$ cat src/rtl/instruction_fetch_unit.sv
// Fetch stage of the single-cycle MIPS core: owns the PC, runs the imem
// request/ready handshake and resolves the next PC when the datapath commits.
module instruction_fetch_unit #(
    parameter logic [31:0] RESET_PC = 32'h0000_3000,
    parameter int unsigned MAX_WAIT = 16
) (
    input  logic        clk,
    input  logic        reset,
    output logic        imemReq,
    output logic [31:0] imemAddr,
    input  logic        imemReady,
    input  logic [31:0] imemData,
    output logic [31:0] instruction,
    output logic [5:0]  opCode,
    output logic [5:0]  funcCode,
    output logic        instValid,
    input  logic        commit,
    input  logic [1:0]  Branch,
    input  logic        zero,
    input  logic [31:0] rsData,
    output logic [31:0] pc,
    output logic [31:0] pcPlus4,
    output logic        halt,
    output logic        fetchErr
);

    localparam logic [1:0] S_FETCH = 2'd0;
    localparam logic [1:0] S_EXEC  = 2'd1;
    localparam logic [1:0] S_HALT  = 2'd2;
    localparam logic [1:0] S_ERROR = 2'd3;

    localparam logic [1:0] BR_SEQ = 2'b00;
    localparam logic [1:0] BR_BEQ = 2'b01;
    localparam logic [1:0] BR_JR  = 2'b10;

    localparam logic [7:0] WAIT_LAST = 8'(MAX_WAIT - 1);

    logic [1:0]  state_q, state_d;
    logic [31:0] pc_q, pc_d;
    logic [31:0] instr_q, instr_d;
    logic [7:0]  wait_q, wait_d;

    logic [31:0] pc_plus4;
    logic [31:0] br_offset;
    logic [31:0] next_pc;
    logic        fetched_syscall;

    assign pc_plus4  = pc_q + 32'd4;
    assign br_offset = {{14{instr_q[15]}}, instr_q[15:0], 2'b00};
    assign fetched_syscall = (imemData[31:26] == 6'd0) && (imemData[5:0] == 6'b001100);

    always_comb begin
        next_pc = pc_plus4;
        case (Branch)
            BR_SEQ:  next_pc = pc_plus4;
            BR_BEQ:  next_pc = zero ? (pc_plus4 + br_offset) : pc_plus4;
            BR_JR:   next_pc = rsData;
            default: next_pc = {pc_plus4[31:28], instr_q[25:0], 2'b00};
        endcase
    end

    always_comb begin
        state_d = state_q;
        pc_d    = pc_q;
        instr_d = instr_q;
        wait_d  = wait_q;
        case (state_q)
            S_FETCH: begin
                if (imemReady) begin
                    instr_d = imemData;
                    wait_d  = '0;
                    state_d = fetched_syscall ? S_HALT : S_EXEC;
                end else if (wait_q == WAIT_LAST) begin
                    state_d = S_ERROR;
                end else begin
                    wait_d = wait_q + 8'd1;
                end
            end
            S_EXEC: begin
                if (commit) begin
                    // A misaligned target (only jr can produce one) leaves pc on the faulting jr.
                    if (next_pc[1:0] != 2'b00) begin
                        state_d = S_ERROR;
                    end else begin
                        pc_d    = next_pc;
                        state_d = S_FETCH;
                    end
                end
            end
            default: ;
        endcase
    end

    always_ff @(posedge clk) begin
        if (reset) begin
            state_q <= S_FETCH;
            pc_q    <= RESET_PC;
            instr_q <= '0;
            wait_q  <= '0;
        end else begin
            state_q <= state_d;
            pc_q    <= pc_d;
            instr_q <= instr_d;
            wait_q  <= wait_d;
        end
    end

    assign imemReq     = (state_q == S_FETCH);
    assign imemAddr    = pc_q;
    assign instValid   = (state_q == S_EXEC);
    assign halt        = (state_q == S_HALT);
    assign fetchErr    = (state_q == S_ERROR);
    assign instruction = instr_q;
    assign opCode      = instr_q[31:26];
    assign funcCode    = instr_q[5:0];
    assign pc          = pc_q;
    assign pcPlus4     = pc_plus4;

endmodule

$ cat config.mk
export PLATFORM = sky130hd
export DESIGN_NAME = instruction_fetch_unit
export DESIGN_NICKNAME = d
export VERILOG_FILES = /design/src/rtl/instruction_fetch_unit.sv
export SDC_FILE = /design/constraint.sdc
export NUM_CORES = 1
export LEC_CHECK = 0
export BUFFER_PORTS_ARGS = -buffer_cell sky130_fd_sc_hd__buf_2
export CAP_MARGIN = 20
export CORE_ASPECT_RATIO = 1.75
export CORE_UTILIZATION = 51
export CTS_CLUSTER_DIAMETER = 50
export DETAILED_ROUTE_END_ITERATION = 16
export GPL_TIMING_DRIVEN = 0
export PLACE_DENSITY = 0.86
export SETUP_SLACK_MARGIN = 0.1
export SYNTH_ARGS = -nofsm -noshare
export SYNTH_HDL_FRONTEND = slang
export SYNTH_SLANG_ARGS = --single-unit
$ cat constraint.sdc
create_clock -name clk -period 4.5 [get_ports clk]
set_input_delay 0.45 -clock clk [delete_from_list [all_inputs] [get_ports clk]]
set_output_delay 0.45 -clock clk [all_outputs]
set_load 0.05 [all_outputs]
# After elaboration in Yosys (flattened, before gate mapping)
# Index checks and enable logic that the tools add are counted.
dict set report totals {
  ff_bits 74
  inputBits 71
  out_inout_bits 144
}
dict set report op_classes {
  n_addsub 3
  n_eq_ne 10
  n_mux 10
  bitwise_logic 1
  reduce_logical 10
}
# operator count
set op_table {}
lappend op_table {{$pmux W32 S3} 1}
lappend op_table {{$add A32 B3 Y32 const B} 1}
lappend op_table {{$add A32 B32 Y32} 1}
lappend op_table {{$mux W32} 1}
lappend op_table {{$mux W8} 2}
lappend op_table {{$mux W2} 5}
lappend op_table {{$add A8 B1 Y8 const B} 1}
lappend op_table {{$eq A8 B4 Y1 const B} 1}
lappend op_table {{$eq A2 B2 Y1 const B} 3}
lappend op_table {{$eq A6 B4 Y1 const B} 1}
lappend op_table {{$logic_not A6 Y1} 1}
lappend op_table {{$reduce_and A3 Y1} 2}
lappend op_table {{$eq A2 B1 Y1 const B} 2}
lappend op_table {{$logic_not A2 Y1} 2}
lappend op_table {{$pmux W2 S2} 1}
lappend op_table {{$reduce_and A2 Y1} 2}
lappend op_table {{$reduce_bool A2 Y1} 2}
lappend op_table {{$ne A3 B1 Y1 const B} 1}
lappend op_table {{$ne A2 B1 Y1 const B} 1}
lappend op_table {{$ne A2 B2 Y1 const B} 1}
lappend op_table {{$logic_and A1 B1 Y1} 1}
lappend op_table {{$not A1 Y1} 1}

# Depth between registers and ports, before layout
# Gate-level depths: netlist (run 1).
dict set report logic_depth {
  ltp_word 8
  mapped_depth 17
  ltp_nobuf 15
}

# Worst setup path before layout (run 1)
# OpenSTA, ideal clock, no wires.
dict set report synth_path {
  path_kind {register to register}
  startpoint {register pc_q[2] (netlist: imemAddr[2])}
  endpoint {register pc_q[31] (netlist: imemAddr[31])}
  setup_ns 0.122
  t_arrival_ns 5.133
  required_time_ns 4.378
  path_slack_ns -0.755
  path_stages_with_launch 18
  synth_period_minus_slack_ns 5.255
  path_cell_list {dfxtp_1 > ha_1 > nand4_1 > or4_1 > clkbuf_1 > nor2_1 > xor2_1 > ha_1 > buf_6 > a211o_1 > a221o_1 > a221oi_2 > o22ai_1 > a221oi_2 > a32oi_1 > a31oi_1 > xnor2_1 > a221o_1}
}
dict set report synth_via {
  elab_chain_len 4
}
# item line
set synth_lines {}
lappend synth_lines {{start: declaration} 39} ;# logic [31:0] pc_q, pc_d;
lappend synth_lines {{start signal: assignment} 102} ;# pc_q <= pc_d;
lappend synth_lines {{$add A32 B3 Y32} 48} ;# assign pc_plus4 = pc_q + 32'd4;
lappend synth_lines {{via pcPlus4[18]} 22} ;# output logic [31:0] pcPlus4,
lappend synth_lines {{$add A32 B32 Y32} 56} ;# BR_BEQ: next_pc = zero ? (pc_plus4 + br_offset) : pc_plus4;
lappend synth_lines {{$mux W32} 56}
lappend synth_lines {{$pmux W32 S3} 54} ;# case (Branch)
# The timed path passes the listed nets, and every way through them passes these cells.
# A chain may end at the register's enable or synchronous reset.

# Final worst setup path (run 1)
dict set report layout_path {
  startpoint {register pc_q[3] (netlist: imemAddr[3])}
  endpoint {register pc_q[29] (netlist: imemAddr[29])}
}
dict set report layout_via {
  elab_chain_len 4
}
# item line
set layout_lines {}
lappend layout_lines {{$add A32 B3 Y32 (*)} 48}
lappend layout_lines {{$add A32 B32 Y32} 56}
lappend layout_lines {{$mux W32} 56}
lappend layout_lines {{$pmux W32 S3 (*)} 54}
# Every way passes the cells marked *; elsewhere a longest branch is shown, timed or not.

==> run metrics, run 1 <==
mean number of vias per cell=6.045; depth of the worst hold-timing path=3; Max Slew Vio Count=0; Clock Skew=5.926 ps; Detailed Place HPWL=16.81 mm; via count=7206; number of cells after detailed placement=1156; fraction of layout cells with a size suffix above 1=0.3217; maximum achievable frequency=233.3 MHz; Post-Synthesis Cells=811; crit path cell chain=ha_4, nand4_1, or4_4, buf_8, nor2_4, xor2_4, ha_4, buf_6, a211o_1, a221o_1, a221oi_4, o22ai_2, a221oi_2, buf_4, a32oi_4, buf_4, xnor2_1, a221oi_1, a21o_1; startpoint types=register; post-synthesis average cell area=7.353 um2; Layout Cells excl Fill=1192; share of flip-flops with an asynchronous set or reset=0; top cells by area, synth=sky130_fd_sc_hd__dfxtp_1 (25%), sky130_fd_sc_hd__a21oi_1 (8.6%), sky130_fd_sc_hd__ha_1 (8.0%); GR Util All Layers=0.3583; count of flip-flops with a built-in enable after synthesis=0; insertion delay of the later-clocked pin in the worst-skew pair=350 ps; WL met3=1.748 mm; placement row count=51; number of nets with antenna violations after detailed routing=0; die width=83.74 um; startpoint of the worst-slack reg-to-reg timing path=imemAddr[3]$_SDFFE_PP0P_; first-pass GRT wire length=34.55 mm; cell depth of the worst flop-to-flop path=19; first-pass iteration count of the detailed router=6; origin of the worst min-delay path=imemData[22]; flop and latch count out of synthesis=74; detailed-route DRC error count=0; Critical Path AT=4580 ps; ys flop type=sky130_fd_sc_hd__dfxtp_1; unrepaired setup endpoints after global routing=false; distinct cell type count after synthesis=58; pin count of the biggest net entering global routing=23; post-detailed-routing wire length=22.55 mm; most used standard cells in the synthesized netlist=sky130_fd_sc_hd__nand2_1 (120), sky130_fd_sc_hd__a21oi_1 (103), sky130_fd_sc_hd__nor2_1 (81), sky130_fd_sc_hd__dfxtp_1 (74), sky130_fd_sc_hd__buf_4 (46); warning count from the yosys run=0; delay of the slowest critical-path stage=560 ps; Pwr Total=2.809 mW; Starting Density=0.5310; Max-slew headroom=0.3205; reg-to-reg endpoint=imemAddr[29]$_SDFFE_PP0P_; sequential-to-total area share from yosys stat=0.2484; worst hold slack=332.0 ps; area of the mapped netlist=5963 um2; aggregate global routing overflow=0; reported leakage power=3.864 nW; worst min-delay path category=in2reg; DRC marker count from the first detailed-route iteration=459; clock tree from TritonCTS=yes; final count of hold timing violations=0; CP Launch Point=imemAddr[3]$_SDFFE_PP0P_; final RePlAce weighted congestion=0.9797; number of buffers created by CTS=9; Worst VDD drop=237.2 uV; Highest Signal Layer=met4; metal2 WL=11.48 mm; Vert. Die Dim=145.0 um; end point of the most critical hold path=instruction[22]$_SDFFE_PP0P_; diode insertion count for antenna repair=0; shortest period the worst path allows=4287 ps; CTS clk-pin slew, worst paths=70 ps; Max Cap Violations=0; Core Footprint=11230 um2; antenna violations before repair=0; Slew @ Worst Pin=1018 ps; CP max-delay cell=sky130_fd_sc_hd__or4_4; synthesized netlist net count=921; CP Capture Type=register; via count of the first global-routing pass=6952; NumNets Final=1165; area share of the leading cell type in the synthesized netlist=0.2484; most numerous cell in the Yosys netlist=sky130_fd_sc_hd__nand2_1; power density over cell area=357.0 nW/um2; maximum root-to-sink buffer count=2; # clock sinks=74; Area Growth Syn to Fin=31.96%; share of the cycle needed by the critical path after routing=0.9526; critical path peak fanout=5; WP data required=4800 ps; Die ar.=12150 um2; Setup Crit Path Kind=reg2reg; cell chosen for the clock root=sky130_fd_sc_hd__clkbuf_16; average detailed-routed wire length per instance=18.92 um; M1 WL=7.734 mm; total number of H-tree levels=3; number of buffer cells added on primary ports=213; I/O Pins=215; dominant cell type by area after synthesis=sky130_fd_sc_hd__dfxtp_1; run status=finished, final reports clean; Finish-stage setup viols=0; Register-to-Register Setup Slack=210 ps
-- logic make-up (layout without fill, tap and decap cells) --
kind of cell               after synthesis  count (layout)  share of synthesized area
muxes                                   25              25                    0.04280
xor gates and xnor gates                50              50                    0.07344
and+or+nand+nor                        305             305                     0.2333
AOI/OAI and AO/OA                      216             216                     0.2245
buffers and inverters                  102             351                    0.09442
DFF                                     74              74                     0.2484
adders and majority gates               39              39                    0.08309
-- worst max-delay path: cells and delay by family (launching register included) --
| family | cells | cell delay, ps |
|---|---|---|
| buffers and inverters | 4 | 620 |
| flip-flops | 1 | 380 |
| AND/OR/NAND/NOR | 3 | 850 |
| AO/OA/AOI/OAI | 8 | 1650 |
| adder cells (fa/ha/maj) | 2 | 380 |
| XOR/XNOR | 2 | 330 |
-- how the worst max path moves through the flow --
stage | endpoint | slack (ps) | cells past startpoint
5_1_grt | imemAddr[29]$_SDFFE_PP0P_ | 70 | 19
2_1_floorplan | imemAddr[31]$_SDFFE_PP0P_ | 100 | 15
6_report | imemAddr[29]$_SDFFE_PP0P_ | 210 | 19
3_5_place_dp | imemAddr[31]$_SDFFE_PP0P_ | -360 | 17
4_1_cts | imemAddr[31]$_SDFFE_PP0P_ | 130 | 18
3_3_place_gp | imemAddr[31]$_SDFFE_PP0P_ | -330 | 17
-- area by class of cell --
class,count,area [um2]
Multi-Input combinational cell,635,4115
Fill cell,948,3362
Sequential cell,74,1509
Timing Repair Buffer,233,1216
Buffer,84,508.0
Clock buffer,11,254.0
Tap cell,132,165.2
Inverter,18,67.56
Clock inverter,5,33.78
-- state kept, by name (all words and copies together) (netlist names) --
register / cells
instruction: 32
imemAddr: 32
state_q: 2
wait_q: 8
-- power by group --
part           switching (mW)  internal, mW  total [mW]
Clock                   0.311         0.410       0.721
Combinational           0.899         0.365        1.26
Sequential              0.102         0.723       0.825
Total                    1.31          1.50        2.81
-- what timing repair did --
item,4_1_cts,5_1_grt
pin swaps,2,14
endpoints found under the setup margin,5,3
hold buffers,0,0
resized for setup,6,18
buffers inserted,4,16
-- stage by stage --
step                      cell area [um2]  setup WS (ps)  setup TNS [ps]  utilization
after CTS                            7659          128.5               0       0.6819
after global placement               7312         -331.2          -422.4       0.6511
after global routing                 7869          68.64               0       0.7006
after detailed placement             7312         -356.2          -459.7       0.6511
after floorplan                      6081          100.2               0            -
final                                7869          213.3               0       0.7006
-- routing by layer --
layer	up-vias	GRT usage
met2	416	0.6427
met3	126	0.05859
li1	3319	-
met5	-	0
met4	0	0.2466
met1	3345	0.3730
-- cells in the final DEF, fill, tap and decap left out, drive strengths merged, types with 4 or more instances in the layout --
cell type,Yosys,routed
mux2i,21,21
ha,38,38
xor2,23,23
and3,9,9
and2,8,8
inv,18,21
dfxtp,74,74
o21bai,4,4
or3,5,5
nor4,7,7
nor2b,4,4
a21o,11,11
nand3,17,17
nand3b,8,8
nor3,12,12
nand4,17,17
a21oi,103,103
mux2,4,4
xnor2,27,27
a221o,7,7
nand2,120,120
o211ai,4,4
a31oi,4,4
o21ai,32,32
buf,48,282
a311oi,6,6
a221oi,5,5
nand2b,7,7
clkbuf,36,46
nor2,81,81
a211oi,16,16
Power figures use the tool's default switching activity.
==> run 2: changes to the inputs <==
Settings changed: CORE_UTILIZATION 51 to 46, PLACE_DENSITY 0.86 to 0.82.
Clock period 4.5 ns to 3.8 ns, I/O delays scaled along.
==> run 2 against run 1 <==
The run now ends with setup timing left. Wire length rose by 5.6%. Sequential share of layout area fell by 1.2 points. Die area rose by 11%. Core utilization fell by 2.8 points. Flip-flop and latch count did not move. Cell area rose by 7.4%. Clock skew fell by 0.60 ps. Cell count rose by 5.1%. Largest power group unchanged. Highest routed layer unchanged.
==> run metrics, run 2 (synthesis results as in run 1) <==
power share of the sequential group=0.285 (-0.009); smallest setup slack after layout=-375.3 ps (-588.6 ps); worst min-delay path category=in2reg; Die ar.=13440 um2 (+11%); violated checks=setup timing; Clock Skew=5.325 ps (-0.6011 ps); average detailed-routed wire length per instance=19.00 um (+0.44%); detailed-route DRC error count=0 (unchanged); Slew @ Worst Pin=1196 ps (+178.4 ps); diode insertion count for antenna repair=0 (unchanged); via count of the first global-routing pass=6788 (-2.4%); met1 track utilization from global routing=0.3305 (-0.04251); CP Launch Point=imemAddr[8]$_SDFFE_PP0P_; commonest cells after routing, fill and taps aside=sky130_fd_sc_hd__buf_2 (213), sky130_fd_sc_hd__nand2_1 (119), sky130_fd_sc_hd__a21oi_1 (97); placement row count=54 (+5.9%); Vert. Die Dim=152.6 um (+5.2%); antenna violations before repair=0 (unchanged); insertion delay of the later-clocked pin in the worst-skew pair=350 ps (about the same); cts-stage hold buffer count=0 (unchanged); pin count of the biggest net entering global routing=23 (unchanged); startpoint of the worst-slack reg-to-reg timing path=imemAddr[8]$_SDFFE_PP0P_; Worst VDD drop=286.4 uV (+21%); final count of hold timing violations=0 (unchanged); most frequent standard cell in the layout excluding fill and tap cells=sky130_fd_sc_hd__buf_2; Pwr Total=3.462 mW (+23%); busiest layer in global routing=met2; mean number of vias per cell=5.814 (-3.8%); GR Util All Layers=0.3375 (-0.02074); reported leakage power=4.081 nW (+5.6%); Max-slew headroom=0.2014 (-0.1191); run status=complete, but fails checks; global routing usage on met2=0.6080 (-0.03471); Area Growth Syn to Fin=41.67%; number of buffers created by CTS=9 (unchanged); CTS clk-pin slew, worst paths=70 ps (about the same); final RePlAce weighted congestion=0.9974 (+1.8%); critical path peak fanout=6 (+1); Max Cap Violations=0 (unchanged); Detailed Place HPWL=17.39 mm (+3.5%); aggregate global routing overflow=0 (unchanged); post-detailed-routing wire length=23.81 mm (+5.6%); Max Slew Vio Count=0 (unchanged); switching share of power=0.4663 (-0.0004695); fraction of layout cells with a size suffix above 1=0.3825 (+0.06079); CP Capture Type=register; Core Footprint=12570 um2 (+12%); Global Route met3 Usage=0.06609 (+0.007500); # clock sinks=74 (unchanged); number of buffer cells added on primary ports=213 (unchanged); first-pass iteration count of the detailed router=7 (+1); I/O Pins=215 (unchanged); Starting Density=0.4745 (-0.05646); die width=88.07 um (+5.2%); unrepaired setup endpoints after global routing=true; filler instances=1124 (+19%); Critical Path AT=4470 ps (-110 ps); DRC marker count from the first detailed-route iteration=607 (+32%); Int Pwr=1.848 mW (+23%); share of the cycle needed by the critical path after routing=1.099 (+0.1462); fraction of power consumed by the clock network=0.264 (+0.008); maximum achievable frequency=239.5 MHz (+2.7%); total number of H-tree levels=3 (unchanged); Net Sw Power=1.614 mW (+23%); startpoint types=register; maximum root-to-sink buffer count=2 (unchanged); WP data required=4090 ps (-710 ps); final core utilization=0.6722 (-0.02840); power density over cell area=409.8 nW/um2 (+15%); shortest period the worst path allows=4175 ps (-111.4 ps); clock tree from TritonCTS=yes; part of the total power dissipated in combinational logic=0.452 (+0.002); first-pass GRT wire length=34.43 mm (-0.34%); cell chosen for the clock root=sky130_fd_sc_hd__clkbuf_16; Finish-stage setup viols=3 (+3); via count=7285 (+1.1%); NumNets Final=1190 (+2.1%); number of nets with antenna violations after detailed routing=0 (unchanged); accumulated negative setup slack=-1042 ps (-1042 ps); Setup Crit Path Kind=reg2reg; origin of the worst min-delay path=imemData[19]
run 2: cell types whose count changed in the layout (fill, tap and decap cells not counted), moves of 5 or more:
cell / delta
sky130_fd_sc_hd__ha_1: -6
sky130_fd_sc_hd__xnor2_2: +5
sky130_fd_sc_hd__a21oi_1: -6
sky130_fd_sc_hd__a21oi_2: +6
sky130_fd_sc_hd__o21ai_0: -8
sky130_fd_sc_hd__dfxtp_2: -5
sky130_fd_sc_hd__buf_4: +24
sky130_fd_sc_hd__xnor2_1: -8
sky130_fd_sc_hd__dfxtp_4: +5
sky130_fd_sc_hd__nor2_1: -5
run 2: power by group through the flow:
stage | Clock (mW) | Combinational, mW | Sequential (mW)
4_1_cts | 0.909 | 1.50 | 0.981
3_3_place_gp | 0 | 1.44 | 0.998
5_1_grt | 0.952 | 1.65 | 0.995
6_report | 0.912 | 1.56 | 0.985
2_1_floorplan | 0 | 0.875 | 1.20
3_5_place_dp | 0 | 1.45 | 1.00
run 2: final cells by class:
cell class	count	area, um2	area share
flip-flops and latches	74	1521	0.1801
inverters	18	67.56	0.007998
clock inverters	7	81.33	0.009627
well taps	168	210.2	0.02488
clock buffers	9	225.2	0.02666
multi-input cells	635	4410	0.5221
plain buffers	83	513.0	0.06072
repair buffers	259	1419	0.1680
run 2: worst paths after layout:
path	end	slack, ps	cells after the start
worst max-delay path	imemAddr[29]$_SDFFE_PP0P_	-380	20
worst min-delay path	instruction[19]$_SDFFE_PP0P_	270	3
worst max register to register	imemAddr[29]$_SDFFE_PP0P_	-380	20
worst min register to register	instruction[16]$_SDFFE_PP0P_	470	2
run 2: repair_timing:
action	in CTS	in global routing
gates cloned	0	0
setup buffers	22	26
pin swaps	24	30
gates resized for setup	35	44
setup endpoints to repair	14	19
run 2: worst max-delay path, stage by stage, from the launching register on:
cell,delay (ps)
sky130_fd_sc_hd__dfxtp_4,380
sky130_fd_sc_hd__nand4_1,180
sky130_fd_sc_hd__buf_4,200
sky130_fd_sc_hd__or3_4,330
sky130_fd_sc_hd__buf_6,150
sky130_fd_sc_hd__nor2_4,180
sky130_fd_sc_hd__buf_6,150
sky130_fd_sc_hd__nand4_1,150
sky130_fd_sc_hd__xnor2_2,350
sky130_fd_sc_hd__ha_1,310
sky130_fd_sc_hd__nand2_1,80
sky130_fd_sc_hd__a21oi_1,50
sky130_fd_sc_hd__a221oi_2,300
sky130_fd_sc_hd__o22ai_2,150
sky130_fd_sc_hd__a221oi_2,190
sky130_fd_sc_hd__buf_4,180
sky130_fd_sc_hd__a32oi_2,120
sky130_fd_sc_hd__buf_4,160
sky130_fd_sc_hd__xnor2_2,140
sky130_fd_sc_hd__a221oi_2,270
sky130_fd_sc_hd__a21o_1,100
run 2: routing by layer:
| metal | vias up | share of wire |
|---|---|---|
| li1 | 3382 | - |
| met1 | 3379 | 0.33 |
| met2 | 397 | 0.52 |
| met3 | 127 | 0.068 |
| met4 | 0 | 0.075 |
| met5 | - | 0 |
run 2: metrics by stage:
step / hold WS, ps / cells / worst slack, ps / cell area, um2
6_report: 266.7 / 1253 / -375.3 / 8448
5_1_grt: 269.4 / 1253 / -552.0 / 8448
4_1_cts: 267.4 / 1230 / -409.8 / 8077
3_5_place_dp: 461.7 / 1192 / -741.8 / 7452
3_3_place_gp: 451.1 / 1192 / -708.2 / 7452
2_1_floorplan: 461.6 / 811 / -453.0 / 6176
